==> src/rtl/pipeline_stall_controller_pkg.sv <==
// Shared definitions for the pipeline stall/flush sequencer:
// FSM state encoding and default sizing.
package pipeline_stall_controller_pkg;

  typedef enum logic [1:0] {
    ST_RUN         = 2'd0,
    ST_DMEM_WAIT   = 2'd1,
    ST_MULDIV_WAIT = 2'd2,
    ST_IMEM_WAIT   = 2'd3
  } stall_state_e;

  localparam int DEFAULT_TIMEOUT_CYCLES = 255;
  localparam int DEFAULT_CNT_W          = 16;

endpackage

==> src/rtl/pipeline_stall_controller_sat_counter.sv <==
// Saturating up-counter with synchronous clear; it stops at LIMIT
// instead of wrapping.
module sat_counter #(
  parameter int               WIDTH = 8,
  parameter logic [WIDTH-1:0] LIMIT = '1
) (
  input  logic             clk,
  input  logic             rst_n,
  input  logic             clear,
  input  logic             enable,
  output logic [WIDTH-1:0] count
);

  always_ff @(posedge clk or negedge rst_n) begin
    if (!rst_n) begin
      count <= '0;
    end else if (clear) begin
      count <= '0;
    end else if (enable && (count != LIMIT)) begin
      count <= count + WIDTH'(1);
    end
  end

endmodule

==> src/rtl/pipeline_stall_controller.sv <==
// Stall/flush sequencer for the 5-stage pipeline: resolves memory waits,
// mul/div, taken-branch squashes and load-use hazards into hold/bubble controls.
module pipeline_stall_controller
  import pipeline_stall_controller_pkg::*;
#(
  parameter int TIMEOUT_CYCLES = DEFAULT_TIMEOUT_CYCLES,
  parameter int CNT_W          = DEFAULT_CNT_W
) (
  input  logic             clk,
  input  logic             rst_n,
  input  logic [4:0]       id_addr1,
  input  logic [4:0]       id_addr2,
  input  logic             id_uses_rs1,
  input  logic             id_uses_rs2,
  input  logic [4:0]       ex_addr,
  input  logic             ex_memread,
  input  logic             branch_taken,
  input  logic             muldiv_start,
  input  logic             muldiv_done,
  input  logic             imem_busy,
  input  logic             dmem_busy,
  output logic             pc_hold,
  output logic             ifid_hold,
  output logic             ifid_flush,
  output logic             idex_hold,
  output logic             idex_bubble,
  output logic             exmem_hold,
  output logic             exmem_bubble,
  output logic             memwb_bubble,
  output logic             timeout_err,
  output logic [CNT_W-1:0] stall_count,
  output logic [1:0]       state
);

  localparam int TMO_W = $clog2(TIMEOUT_CYCLES + 1);
  localparam logic [TMO_W-1:0] TMO_LIMIT = TMO_W'(TIMEOUT_CYCLES);

  stall_state_e state_q, next_state;
  logic pending_q, pending_d;
  logic err_q;
  logic muldiv_busy, load_use;
  logic pc_hold_c, ifid_hold_c, ifid_flush_c, idex_hold_c, idex_bubble_c;
  logic exmem_hold_c, exmem_bubble_c, memwb_bubble_c;
  logic [TMO_W-1:0] tmo_count;

  always_ff @(posedge clk or negedge rst_n) begin
    if (!rst_n) begin
      state_q   <= ST_RUN;
      pending_q <= 1'b0;
      err_q     <= 1'b0;
    end else begin
      state_q   <= next_state;
      pending_q <= pending_d;
      if (tmo_count == TMO_LIMIT) begin
        err_q <= 1'b1;
      end
    end
  end

  // A branch blocked by a memory or mul/div stall is simply re-seen next
  // cycle because it is still sitting in EX, so it is acted on only once.
  always_comb begin
    next_state     = ST_RUN;
    pending_d      = pending_q;
    pc_hold_c      = 1'b0;
    ifid_hold_c    = 1'b0;
    ifid_flush_c   = 1'b0;
    idex_hold_c    = 1'b0;
    idex_bubble_c  = 1'b0;
    exmem_hold_c   = 1'b0;
    exmem_bubble_c = 1'b0;
    memwb_bubble_c = 1'b0;
    muldiv_busy = (muldiv_start || (state_q == ST_MULDIV_WAIT)) && !muldiv_done;
    load_use = ex_memread && (ex_addr != 5'd0) &&
               ((id_uses_rs1 && (id_addr1 == ex_addr)) ||
                (id_uses_rs2 && (id_addr2 == ex_addr)));

    if (dmem_busy) begin
      pc_hold_c      = 1'b1;
      ifid_hold_c    = 1'b1;
      idex_hold_c    = 1'b1;
      exmem_hold_c   = 1'b1;
      memwb_bubble_c = 1'b1;
      next_state     = ST_DMEM_WAIT;
    end else if (muldiv_busy) begin
      pc_hold_c      = 1'b1;
      ifid_hold_c    = 1'b1;
      idex_hold_c    = 1'b1;
      exmem_bubble_c = 1'b1;
      next_state     = ST_MULDIV_WAIT;
    end else begin
      if (branch_taken) begin
        ifid_flush_c  = 1'b1;
        idex_bubble_c = 1'b1;
      end else if (load_use) begin
        pc_hold_c     = 1'b1;
        ifid_hold_c   = 1'b1;
        idex_bubble_c = 1'b1;
      end else if (imem_busy) begin
        pc_hold_c    = 1'b1;
        ifid_flush_c = 1'b1;
        next_state   = ST_IMEM_WAIT;
      end
      // The wrong-path fetch lands when IMEM frees up; drop it unless IF/ID is held.
      if (pending_q && !imem_busy && !ifid_hold_c) begin
        ifid_flush_c = 1'b1;
        pending_d    = 1'b0;
      end
      if (branch_taken && imem_busy) begin
        pending_d = 1'b1;
      end
    end
  end

  assign pc_hold      = pc_hold_c      & rst_n;
  assign ifid_hold    = ifid_hold_c    & rst_n;
  assign ifid_flush   = ifid_flush_c   & rst_n;
  assign idex_hold    = idex_hold_c    & rst_n;
  assign idex_bubble  = idex_bubble_c  & rst_n;
  assign exmem_hold   = exmem_hold_c   & rst_n;
  assign exmem_bubble = exmem_bubble_c & rst_n;
  assign memwb_bubble = memwb_bubble_c & rst_n;
  assign timeout_err  = err_q;
  assign state        = state_q;

  sat_counter #(
    .WIDTH (TMO_W),
    .LIMIT (TMO_LIMIT)
  ) u_timeout_cnt (
    .clk    (clk),
    .rst_n  (rst_n),
    .clear  (state_q == ST_RUN),
    .enable (state_q != ST_RUN),
    .count  (tmo_count)
  );

  sat_counter #(
    .WIDTH (CNT_W),
    .LIMIT ({CNT_W{1'b1}})
  ) u_stall_cnt (
    .clk    (clk),
    .rst_n  (rst_n),
    .clear  (1'b0),
    .enable (pc_hold),
    .count  (stall_count)
  );

endmodule

==> config.mk <==
export PLATFORM = sky130hd
export DESIGN_NAME = pipeline_stall_controller
export DESIGN_NICKNAME = d
export VERILOG_FILES = /design/src/rtl/pipeline_stall_controller_pkg.sv /design/src/rtl/pipeline_stall_controller_sat_counter.sv /design/src/rtl/pipeline_stall_controller.sv
export SDC_FILE = /design/constraint.sdc
export NUM_CORES = 1
export LEC_CHECK = 0
export CORE_MARGIN = 2
export CORE_UTILIZATION = 49
export CTS_BUF_LIST = sky130_fd_sc_hd__clkbuf_4 sky130_fd_sc_hd__clkbuf_8 sky130_fd_sc_hd__clkbuf_16
export DETAILED_ROUTE_END_ITERATION = 7
export GPL_ROUTABILITY_DRIVEN = 0
export PLACE_DENSITY = 0.85
export SLEW_MARGIN = 10
export SYNTH_ARGS = -nofsm -noshare
export SYNTH_HDL_FRONTEND = slang
export SYNTH_SLANG_ARGS = --single-unit
==> constraint.sdc <==
create_clock -name clk -period 2.9 [get_ports clk]
set_input_delay 0.29 -clock clk [delete_from_list [all_inputs] [get_ports clk]]
set_output_delay 0.29 -clock clk [all_outputs]
set_load 0.02 [all_outputs]
### After elaboration in Yosys (flattened, before gate mapping)

Index checks and enable logic that the tools add are counted.

* bits in registers: 28
* input bits: 25
* output and inout port bits: 27
* logic and storage cells: 75

* add/sub/neg operators: 2
* equal/unequal tests: 6
* multiplexer cells: 32
* bitwise gates (word level): 9
* reductions and logical operators: 21

Operators with widths (number)
* two-way mux 1 bit: 25
* adder 16 x 1 -> 16 bit, second input constant: 1
* two-way mux 8 bit: 2
* inequality test 16 bit, second input constant: 1
* == test 5 bit: 2
* logical AND 1 bit: 10
* two-way mux 2 bit: 5
* adder 8 x 1 -> 8 bit, second input constant: 1
* == test 8 bit, second input constant: 1
* inequality test 8 bit, second input constant: 1
* AND 1 bit: 7
* nonzero test 2 bit: 3
* nonzero test 5 bit: 1
* zero test 1 bit: 3
* AND reduction 3 bit: 1
* == test 2 bit, second input constant: 1
* zero test 2 bit: 1
* logical OR 1 bit: 2
* inverter 1 bit: 2

### Depth between registers and ports, before layout

* depth after elaboration: 14
* gate-level depth with buffers: 7
* mapped depth without buffers: 7

### Cells and area by module

From an unflattened synthesis, not the netlist that was laid out.

* cells, all modules: 195
* area, all modules: 1825.5 um^2

Modules (own cells, without submodules)
* sat_counter (u_stall_cnt): instances 1, cells each 98, area each 942.2 um^2, sequential area each 400.4 um^2
* sat_counter (u_timeout_cnt): instances 1, cells each 49, area each 464.2 um^2, sequential area each 200.2 um^2
* pipeline_stall_controller: instances 1, cells each 48, area each 419.2 um^2, sequential area each 100.1 um^2

### Worst setup path before layout

No wires, ideal clock.

* path kind: input-to-output
* start point: input ex_addr[1]
* end point: output ifid_flush
* arrival time: 1.570 ns
* required time: 2.610 ns
* setup slack: 1.040 ns
* stages: 5
* buffers on the path: 0
* cell sequence: or4_1 o21a_1 nand2_1 o21ai_0 a21oi_1

* longest elaborated chain between the ends: 14
* elaborated cells between the ends (all ways): 20
* classes of those cells: 2 x eq/ne; 9 x mux; 1 x bitwise; 8 x reduce/logical

Ends and longest elaborated chain
* start: declaration: RTL line pipeline_stall_controller.sv:15 `input logic [4:0] ex_addr,`
* == test 5 bit (on tied branches): RTL line pipeline_stall_controller.sv:75, pipeline_stall_controller.sv:76
* logical AND 1 bit (on tied branches): RTL line pipeline_stall_controller.sv:75, pipeline_stall_controller.sv:76
* logical OR 1 bit: RTL line pipeline_stall_controller.sv:75 `((id_uses_rs1 && (id_addr1 == ex_addr)) ||`
* logical AND 1 bit *: RTL line pipeline_stall_controller.sv:74 `load_use = ex_memread && (ex_addr != 5'd0) &&`
* two-way mux 1 bit: RTL line pipeline_stall_controller.sv:95 `end else if (load_use) begin`
* two-way mux 1 bit: RTL line pipeline_stall_controller.sv:92 `if (branch_taken) begin`
* two-way mux 1 bit: RTL line pipeline_stall_controller.sv:85 `end else if (muldiv_busy) begin`
* two-way mux 1 bit: RTL line pipeline_stall_controller.sv:78 `if (dmem_busy) begin`
* zero test 1 bit: RTL line pipeline_stall_controller.sv:105 `if (pending_q && !imem_busy && !ifid_hold_c) begin`
* logical AND 1 bit: RTL line pipeline_stall_controller.sv:105
* two-way mux 1 bit *: RTL line pipeline_stall_controller.sv:105
* two-way mux 1 bit *: RTL line pipeline_stall_controller.sv:85
* two-way mux 1 bit *: RTL line pipeline_stall_controller.sv:78
* AND 1 bit *: RTL line pipeline_stall_controller.sv:117 `assign ifid_flush = ifid_flush_c & rst_n;`
* end: declaration: RTL line pipeline_stall_controller.sv:24 `output logic ifid_flush,`

Every way passes the cells marked *; elsewhere a longest branch is shown, timed or not. The select of a mux whose other input is x is not followed.

### Final worst setup path

* start point: input ex_addr[2]
* end point: output ifid_hold

* longest elaborated chain between the ends: 11
* elaborated cells between the ends (all ways): 15
* classes of those cells: 2 x eq/ne; 6 x mux; 1 x bitwise; 6 x reduce/logical

Ends and longest elaborated chain
* == test 5 bit (on tied branches): RTL line pipeline_stall_controller.sv:75, pipeline_stall_controller.sv:76
* logical AND 1 bit (on tied branches): RTL line pipeline_stall_controller.sv:75, pipeline_stall_controller.sv:76
* logical OR 1 bit: RTL line pipeline_stall_controller.sv:75
* logical AND 1 bit *: RTL line pipeline_stall_controller.sv:74
* two-way mux 1 bit *: RTL line pipeline_stall_controller.sv:95
* two-way mux 1 bit *: RTL line pipeline_stall_controller.sv:92
* two-way mux 1 bit *: RTL line pipeline_stall_controller.sv:85
* two-way mux 1 bit *: RTL line pipeline_stall_controller.sv:78
* two-way mux 1 bit *: RTL line pipeline_stall_controller.sv:85
* two-way mux 1 bit *: RTL line pipeline_stall_controller.sv:78
* AND 1 bit *: RTL line pipeline_stall_controller.sv:116 `assign ifid_hold = ifid_hold_c & rst_n;`
* end: declaration: RTL line pipeline_stall_controller.sv:23 `output logic ifid_hold,`

Marks and branches as above.

==> flow_summary.yaml <==
outcome:
  run_status: "finished, final reports clean"
worst_setup_path:
  required_ns: 2.61
  cp-start-kind: "input pin"
  crit_type: "in -> out"
  cp_max_fo: 5
  cp-end-kind: "output pin"
  arrival_ns: 2.47
clock_tree:
  clock_sinks: 28
  post-cts-setup-buffers: 0
  cts_tree: "yes"
  cts-root-buf: "clkbuf_4"
  path_clk_slew_ns: 0.14
  clock_latency_ns: 0.34
  cts-htree-levels: 1
  numCtsBuffers: 3
  clockBufferDepth: 2
floorplanning:
  coreArea_um2: 3030
  fp-row-count: 20
  pin_count: 52
  die_w_um: 60.0
  die_h_um: 60.0
  die_area_um2: 3600
  start_util_pct: 50.8
finish:
  fillerInstances: 216
  area_delta_synth_final_pct: 41.3
  multiInputGateArea_um2: 812
  nets: 239
  final_layout_size_suffix_gt1_share_pct: 7.11
  layout_commonest_cell: "clkdlybuf4s50_1"
  diodes: 0
  utilization_pct: 71.8
  seq_area_um2: 701
  finalInstanceArea_um2: 2170
  final_cell_mix: "clkdlybuf4s50_1, dfrtp_1, xnor2_1"
synth:
  synth_area_per_cell_um2: 9.93
  syn-cell-area_um2: 1540
  synth_warnings: 0
  ys_types: 32
  syn-instance-count: 155
  ys_ff_latch: 28
  ys_seq_area_share_pct: 45.5
  syn_nets: 182
place:
  placed_cell_area_um2: 2110
  dp_hpwl_um: 2830
  io_buffers: 51
drt:
  viasPerCell: 5.40
  drtAntennaViolNets: 0
  routedWlPerCell_um: 14.0
  drt_pre_antenna_iters: 4
  drtIter0Drc: 52
  drc: 0
  vias: 1376
  wl_um: 3570
global_routing:
  grt_start_max_net_pins: 22
  antenna_found_initial: 0
  grt_usage_pct: 21.4
  grt_overflow_total: 0
  grt_pass1_wl_um: 5870
  grt_pass1_vias: 1321
sta:
  period_share_pct: 95.2
  setup_viol_count_final: 0
  tightest_slew_ns: 0.455
  setup_tns_ns: 0
  hold_ws_ns: 0.383
  skew_ns: 0.0195
  clock.fmax_ghz: 0.362
  hold_viol: 0
  slew_violations: 0
  fin_crit_ns: 2.76
  relSlewSlack_pct: 69.5
pwr:
  powerDensity_nw_per_um2: 537
  leakagePower_nw: 0.933
  ir_drop_v: 0.000436
  total_power_mw: 1.17
job:
  maxCapViolations: 0
min_path:
  hold_class: "in -> async"
cell usage after synthesis, drive strengths merged:
| master | instances | area, um^2 |
|---|---|---|
| mux2i | 3 | 30.0 |
| nor2b | 3 | 18.8 |
| o21ba | 1 | 10.0 |
| xnor2 | 24 | 210 |
| a41o | 1 | 21.3 |
| a21oi | 5 | 25.0 |
| o21ai | 3 | 15.0 |
| a31oi | 1 | 6.26 |
| and3b | 1 | 8.76 |
| nand4 | 10 | 62.6 |
| nand3b | 2 | 15.0 |
| inv | 3 | 11.3 |
| nor2 | 14 | 52.6 |
| o21a | 1 | 7.51 |
| o21bai | 1 | 7.51 |
| ha | 2 | 25.0 |
| and2 | 2 | 12.5 |
| o22ai | 2 | 12.5 |
| xor2 | 3 | 26.3 |
| o31a | 1 | 8.76 |
| nand2b | 3 | 18.8 |
| buf | 3 | 23.8 |
| and3 | 10 | 62.6 |
| dfrtp | 28 | 701 |
| nor3 | 1 | 5.00 |
| nand2 | 11 | 41.3 |
| or4 | 1 | 7.51 |
| nand3 | 13 | 70.1 |
| mux2 | 2 | 22.5 |
critical path, stage by stage:
cell and delay [ns]:
clkdlybuf4s50_1 0.48, or4_1 0.55, o21a_1 0.22, nand2_2 0.13
o21ai_1 0.09, and2_1 0.17, clkdlybuf4s50_1 0.54
state kept, by name, indices dropped and copies added (netlist names):
register and count:
timeout_err 1, pending_q 1, u_timeout_cnt.count 8, state 2, u_stall_cnt.count 16
kinds of logic after synthesis:
family                     count (synthesis)  synth area share [%]
AOI/OAI and AO/OA                         16                  7.40
xor gates and xnor gates                  27                  15.4
adders and majority gates                  2                  1.63
buffers and inverters                      6                  2.28
DFF                                       28                  45.5
muxes                                      5                  3.41
and+or+nand+nor                           71                  24.4
metal layers:
layer	vias to the layer above	global-route usage (%)	share of wire [%]
met3	7	6.06	6.1
met2	41	36.0	51
li1	657	-	-
met5	-	0	0
met4	0	8.89	1.8
met1	671	25.6	41
through the flow:
stage          setup WS, ns  instances
6_report              0.138        255
5_1_grt            -0.00160        255
4_1_cts              0.0406        255
3_5_place_dp         0.0509        251
3_3_place_gp          0.127        251
2_1_floorplan          1.04        155
worst paths after layout:
check                                       endpoint  cells after the start  slack, ns        start
worst max-delay path                       ifid_hold                      7       0.14   ex_addr[2]
worst min-delay path                       pending_q                      2       0.38        rst_n
worst max register to register  u_stall_cnt.count[1]                      7       0.92     state[1]
worst min register to register           timeout_err                      1       0.49  timeout_err
max in group asynchronous       u_stall_cnt.count[7]                      2       2.26        rst_n
min in group clk                         timeout_err                      1       0.49  timeout_err
power by group:
| group | total [mW] | switching [mW] | internal (mW) |
|---|---|---|---|
| clock network | 0.257 | 0.117 | 0.140 |
| logic | 0.385 | 0.181 | 0.203 |
| registers | 0.527 | 0.0735 | 0.454 |
repair_timing:
item,CTS,global route
endpoints found under the setup margin,0,2
gates resized for setup,0,4
hold buffers,0,0
layout make-up:
cell class | count | share of cell area (%)
clock buffers | 3 | 1.04
well taps | 44 | 2.53
clock inverters | 1 | 1.38
repair buffers | 55 | 25.0
multi-input cells | 121 | 37.3
inverters | 3 | 0.518
flip-flops and latches | 28 | 32.2
Note: power is estimated with default switching activity, not from simulation.
